<file path="src/rtl/input_debounce.sv">
// Synchronises a raw asynchronous input, then filters out pulses shorter than
// DEBOUNCE_CYCLES clocks, producing a clean level plus one-cycle rise/fall strobes.
module input_debounce #(
    parameter int unsigned SYNC_STAGES     = 2,
    parameter int unsigned DEBOUNCE_CYCLES = 16,
    parameter int unsigned CNT_W           = 5
) (
    input  logic clk,
    input  logic reset,
    input  logic in,
    input  logic enable,
    output logic out,
    output logic rise,
    output logic fall,
    output logic busy
);

    typedef enum logic [0:0] {
        StStable,
        StCheck
    } state_e;

    localparam logic [CNT_W-1:0] CntTarget   = CNT_W'(DEBOUNCE_CYCLES);
    localparam bit               SingleCycle = (DEBOUNCE_CYCLES == 1);

    logic [SYNC_STAGES-1:0] sync_q, sync_d;
    state_e                 state_q, state_d;
    logic [CNT_W-1:0]       count_q, count_d;
    logic                   out_q, out_d;
    logic                   rise_q, rise_d;
    logic                   fall_q, fall_d;

    logic             s;
    logic [CNT_W-1:0] cnt_inc;

    // The chain shifts every cycle regardless of enable so s is always current.
    assign sync_d  = {sync_q[SYNC_STAGES-2:0], in};
    assign s       = sync_q[SYNC_STAGES-1];
    assign cnt_inc = count_q + CNT_W'(1);

    always_comb begin
        state_d = state_q;
        count_d = count_q;
        out_d   = out_q;
        rise_d  = 1'b0;
        fall_d  = 1'b0;

        if (!enable) begin
            state_d = StStable;
            count_d = '0;
        end else begin
            unique case (state_q)
                StStable: begin
                    if (s != out_q) begin
                        count_d = CNT_W'(1);
                        if (SingleCycle) begin
                            out_d  = ~out_q;
                            rise_d = ~out_q;
                            fall_d = out_q;
                        end else begin
                            state_d = StCheck;
                        end
                    end else begin
                        count_d = '0;
                    end
                end
                StCheck: begin
                    if (s == out_q) begin
                        // Input fell back before qualifying: treat as a glitch.
                        state_d = StStable;
                        count_d = '0;
                    end else if (cnt_inc == CntTarget) begin
                        out_d   = ~out_q;
                        rise_d  = ~out_q;
                        fall_d  = out_q;
                        count_d = '0;
                        state_d = StStable;
                    end else begin
                        count_d = cnt_inc;
                    end
                end
                default: begin
                    state_d = StStable;
                    count_d = '0;
                end
            endcase
        end
    end

    always_ff @(posedge clk) begin
        if (!reset) begin
            sync_q  <= '0;
            state_q <= StStable;
            count_q <= '0;
            out_q   <= 1'b0;
            rise_q  <= 1'b0;
            fall_q  <= 1'b0;
        end else begin
            sync_q  <= sync_d;
            state_q <= state_d;
            count_q <= count_d;
            out_q   <= out_d;
            rise_q  <= rise_d;
            fall_q  <= fall_d;
        end
    end

    assign out  = out_q;
    assign rise = rise_q;
    assign fall = fall_q;
    assign busy = (state_q == StCheck);

endmodule

</file>
<file path="config.mk">
export PLATFORM = sky130hd
export DESIGN_NAME = input_debounce
export DESIGN_NICKNAME = d
export VERILOG_FILES = /design/src/rtl/input_debounce.sv
export SDC_FILE = /design/constraint.sdc
export NUM_CORES = 1
export LEC_CHECK = 0
export ABC_AREA = 1
export CAP_MARGIN = 15
export CORE_AREA = 2 2 39 41
export DETAILED_ROUTE_END_ITERATION = 8
export DIE_AREA = 0 0 41 43
export PLACE_DENSITY = 0.58
export SETUP_SLACK_MARGIN = 0.1
export SLEW_MARGIN = 20
export SYNTH_ARGS = -nofsm -noshare
export SYNTH_HDL_FRONTEND = slang
export SYNTH_SLANG_ARGS = --single-unit
</file>
<file path="constraint.sdc">
create_clock -name clk -period 2.2 [get_ports clk]
set_clock_uncertainty 0.15 [all_clocks]
set_input_delay 0.44 -clock clk [delete_from_list [all_inputs] [get_ports clk]]
set_output_delay 0.44 -clock clk [all_outputs]
set_load 0.005 [all_outputs]
</file>
# Word-level counts from Yosys, hierarchy flattened
# Index checks and enable logic that the tools add are counted.
# totals
ff_bits	11
in_bits	4
output_inout_bits	4
elab_cells	27
# classes
n_addsub	1
eq_ne	3
n_mux	8
bitwise	6
reduce_logical	3
# op_table
operator	n
5-bit 2-to-1 mux	2
5-bit case mux with 2 select lines	1
1-bit inverter	6
5-bit by 1-bit adder with 5-bit output (second input constant)	1
5-bit equality test (second input constant)	1
5-bit OR reduction	1
1-bit 2-to-1 mux	4
4-bit AND reduction	1
1-bit case mux with 2 select lines	1
2-bit AND reduction	1
1-bit equality test	1
1-bit inequality test	1

# Depth between registers and ports, before layout
# logic_depth
ltp_word	5
depth_mapped	9
depth_no_buf	9

# Worst setup path after synthesis
# Ideal clock, no wire load.
# synth_path
path_kind	register to register
start	register count_q[0]
end	register count_q[0]
setup_time_ps	115
arrival_time_ps	1121
required_time_ps	1935
slack_ps	814
path_stages_with_launch	8
n_path_buf	0
period_less_slack_ps	1386
cell_sequence	dfxtp_1 -> ha_1 -> inv_1 -> nand2_1 -> nand3_2 -> nor2_4 -> a31oi_1 -> and2_1
# synth_via
elab_chain_cells	5
# synth_lines
item	line	source
start, declared	28	logic [CNT_W-1:0] count_q, count_d;
start signal, assigned	101	count_q <= count_d;
5-bit by 1-bit adder with 5-bit output *	39	assign cnt_inc = count_q + CNT_W'(1);
5-bit equality test	72	end else if (cnt_inc == CntTarget) begin
5-bit 2-to-1 mux *	72	
5-bit 2-to-1 mux *	68	if (s == out_q) begin
5-bit case mux with 2 select lines *	52	unique case (state_q)
# Every way passes the cells marked *; elsewhere a longest branch is shown, timed or not.
# A chain may end at the register's enable or synchronous reset.

# Final worst setup path
# layout_path
start	register state_q, in the netlist busy
end	output busy
# layout_rtl
item	line	source
start, declared	27	state_e state_q, state_d;
start signal, assigned	93	state_q <= StStable;
start signal, assigned	100	state_q <= state_d;
end, declared	15	output logic busy
# No word-level cell between the ends.

==> key figures <==
Critical path
  – CP max stage cell: clkdlybuf4s50_1
  – Crit path buffers/inverters: 1
  – Crit-path leading delay family: buffers and inverters
  – Crit-path cells: clkdlybuf4s50_1
  – Worst setup path class: flop to output port
  – Slowest Stage Delay on Critical Path: about 0.53 ns
  – Crit end category: output port
  – Critical path data arrival time: ~1.2 ns
  – Crit-path max FO: 5
  – Worst EP required: between 1.5 and 2 ns
  – CP Launch Type: flop

Placement
  – GP Congestion: around 0.72
  – Pre-CTS WS: 0.324 ns
  – Dpl hpwl: 559 µm
  – DP Area: ~560 µm²
  – Port Buffer Count: 7

Floorplanning
  – Die height: roughly 43 µm
  – # IOs: 8
  – Die W: a little over 40 µm
  – Die area: 0.00176 mm²
  – Cell Rows: 14
  – Initial Util: 34.3%
  – Core Region: 0.00138 mm²

Synthesis
  – Post-synth top area share: 46.4%
  – Ranking of synthesized cells by area: dfxtp_1 46%, nand2_1 11%, inv_1 8.7%
  – Register area share after synthesis: 46.4%
  – Net Count, Synth: 66
  – Dominant cell type by area after synthesis: dfxtp_1
  – Avg Cell Area, Syn: 7.90 µm²
  – Yosys warns: 0
  – Mapped Cells: 60
  – Distinct cells, synth: 17
  – Post-Synthesis Cell Area: about 470 µm²
  – FF+latch count, synth: 11

Clocking
  – CTS tree: built
  – Root buffer cell: clkbuf_4
  – Clock transition at the registers of the reported paths: 0.07 ns
  – CTS H-tree depth: 1
  – Hold bufs inserted after CTS: 0
  – Post-CTS sizing: 0
  – Max Root-Sink Buffers: 2
  – TritonCTS Buffers: 3
  – Sink Count: 11
  – Setup bufs post-CTS: 0
  – Worst-Skew Late Latency: 0.26 ns

STA
  – Min Hold Slack: 0.262 ns
  – Slew Viols, Final: 0
  – RSZ-0062 raised after global routing: no
  – Fin Setup TNS: 0 ns
  – Fmax: 559 MHz
  – Fin crit share: between 80% and 90%
  – Relative slew margins: 87.3%
  – Fin crit period: 1.79 ns
  – Worst-margin pin slew: 0.191 ns
  – Final setup viols: 0
  – Final Hold Fails: 0
  – Setup slack after layout: 0.410 ns

Global route
  – Tot GR Track Use: 11.6%
  – Initial antenna violation count: 0
  – First-pass GRT wire length: 1380 µm
  – Global route overflow: 0
  – Largest net degree at the start of global routing: 7
  – Vias in the first global route: 354

Layout
  – Area delta synth->final: 24.5%
  – Layout cells sized above 1: 12.7%
  – Final instance area: roughly 590 µm²
  – FF/Latch Area: 220 µm²
  – Fill count: 136
  – N_diodes: 0
  – Multi-input gate area in the final layout: around 210 µm²
  – NumNets Final: 78

Drt
  – Via count: 384
  – Final WL: 742 µm
  – Post-route ant nets: 0
  – Vias per cell: about 4.4
  – Iter 0 DRT Violations: 10
  – Number of remaining DRC errors: 0
  – Drt wl/cell: 8.53 µm
  – First-pass iteration count of the detailed router: 4

Status
  – Outcome: complete, no violations

Worst hold path
  – Tightest Hold Check Type: flop to flop

Pwr
  – Net Sw Power: 66.5 µW
  – Sequential power share: slightly below 60%
  – Total power: 344 µW
  – Worst vdd ir: about 330 µV
  – Sw Ratio: about 19%
  – Clk pwr share: between 30% and 40%
  – Pint: 278 µW
  – PwrDens: 583 mW/mm²
  – Static Leak: 0.000250 µW
  – Combinational share of power: 3.0%

Run
  – Max-cap violation count: 0
metal layers:
layer  track usage [%]  wire length [µm]  vias to the layer above
met1              17.1               339                      168
met5                 0                 0                        -
met2              15.0               382                        5
met4              6.00                 0                        0
met3              3.14                20                        0
li1                  -                 -                      211
flip-flops by register name (all words and copies together), names as in the netlist:
name / count
out: 1
count_q: 5
rise: 1
fall: 1
busy: 1
sync_q: 2
layout make-up:
type | instances | share of cell area (%)
inverters | 12 | 7.63
well taps | 16 | 3.39
clock buffers | 4 | 4.45
repair buffers | 7 | 11.9
flip-flops and latches | 11 | 37.3
multi-input cells | 37 | 35.4
logic make-up (layout without fill, tap and decap cells):
family          Yosys count  count (layout)  share of synthesized area [%]
compound gates            3               3                           3.43
fa+ha+maj                 2               2                           5.28
buf+inv                  12              23                           9.50
flops                    11              11                           46.4
simple gates             32              32                           35.4
stage by stage:
step	utilization [%]	cells
after floorplan	-	60
after global placement	40.8	83
after detailed placement	40.8	83
after CTS	42.7	87
after global routing	42.7	87
final	42.7	87
power groups by stage:
| stage | Combinational (µW) | Sequential (µW) | Clock [µW] |
|---|---|---|---|
| after floorplan | 3.09 | 207 | 0 |
| after global placement | 10.4 | 207 | 0 |
| after detailed placement | 10.5 | 207 | 0 |
| after CTS | 10.6 | 203 | 136 |
| after global routing | 11.6 | 203 | 152 |
| final | 10.4 | 203 | 131 |
cell usage in the layout (no fill, tap or decap), drive strengths merged:
cell type       n
nand4           3
clkinv          1
clkdlybuf4s50   7
dfxtp          11
ha              2
nand2          16
a31oi           1
inv            11
a21oi           2
nor3            3
and2            1
nand3           4
clkbuf          4
nor2            5
synthesized netlist by cell type:
| cell | number |
|---|---|
| ha_1 | 2 |
| and2_1 | 1 |
| clkinv_1 | 1 |
| a31oi_1 | 1 |
| dfxtp_1 | 11 |
| nor3_2 | 1 |
| nand2_2 | 2 |
| nand3_2 | 1 |
| nand4_2 | 1 |
| nor2_4 | 1 |
| nor2_1 | 4 |
| nand4_1 | 2 |
| inv_1 | 11 |
| nand2_1 | 14 |
| a21oi_1 | 2 |
| nand3_1 | 3 |
| nor3_1 | 2 |
final timing paths:
path	cells past startpoint	start	slack, ns	end
max	1	busy	0.41	busy
min	2	sync_q[0]	0.26	sync_q[1]
max reg2reg	8	count_q[0]	0.64	count_q[2]
min reg2reg	2	sync_q[0]	0.26	sync_q[1]
No activity file was read; power rests on OpenSTA's default activity.
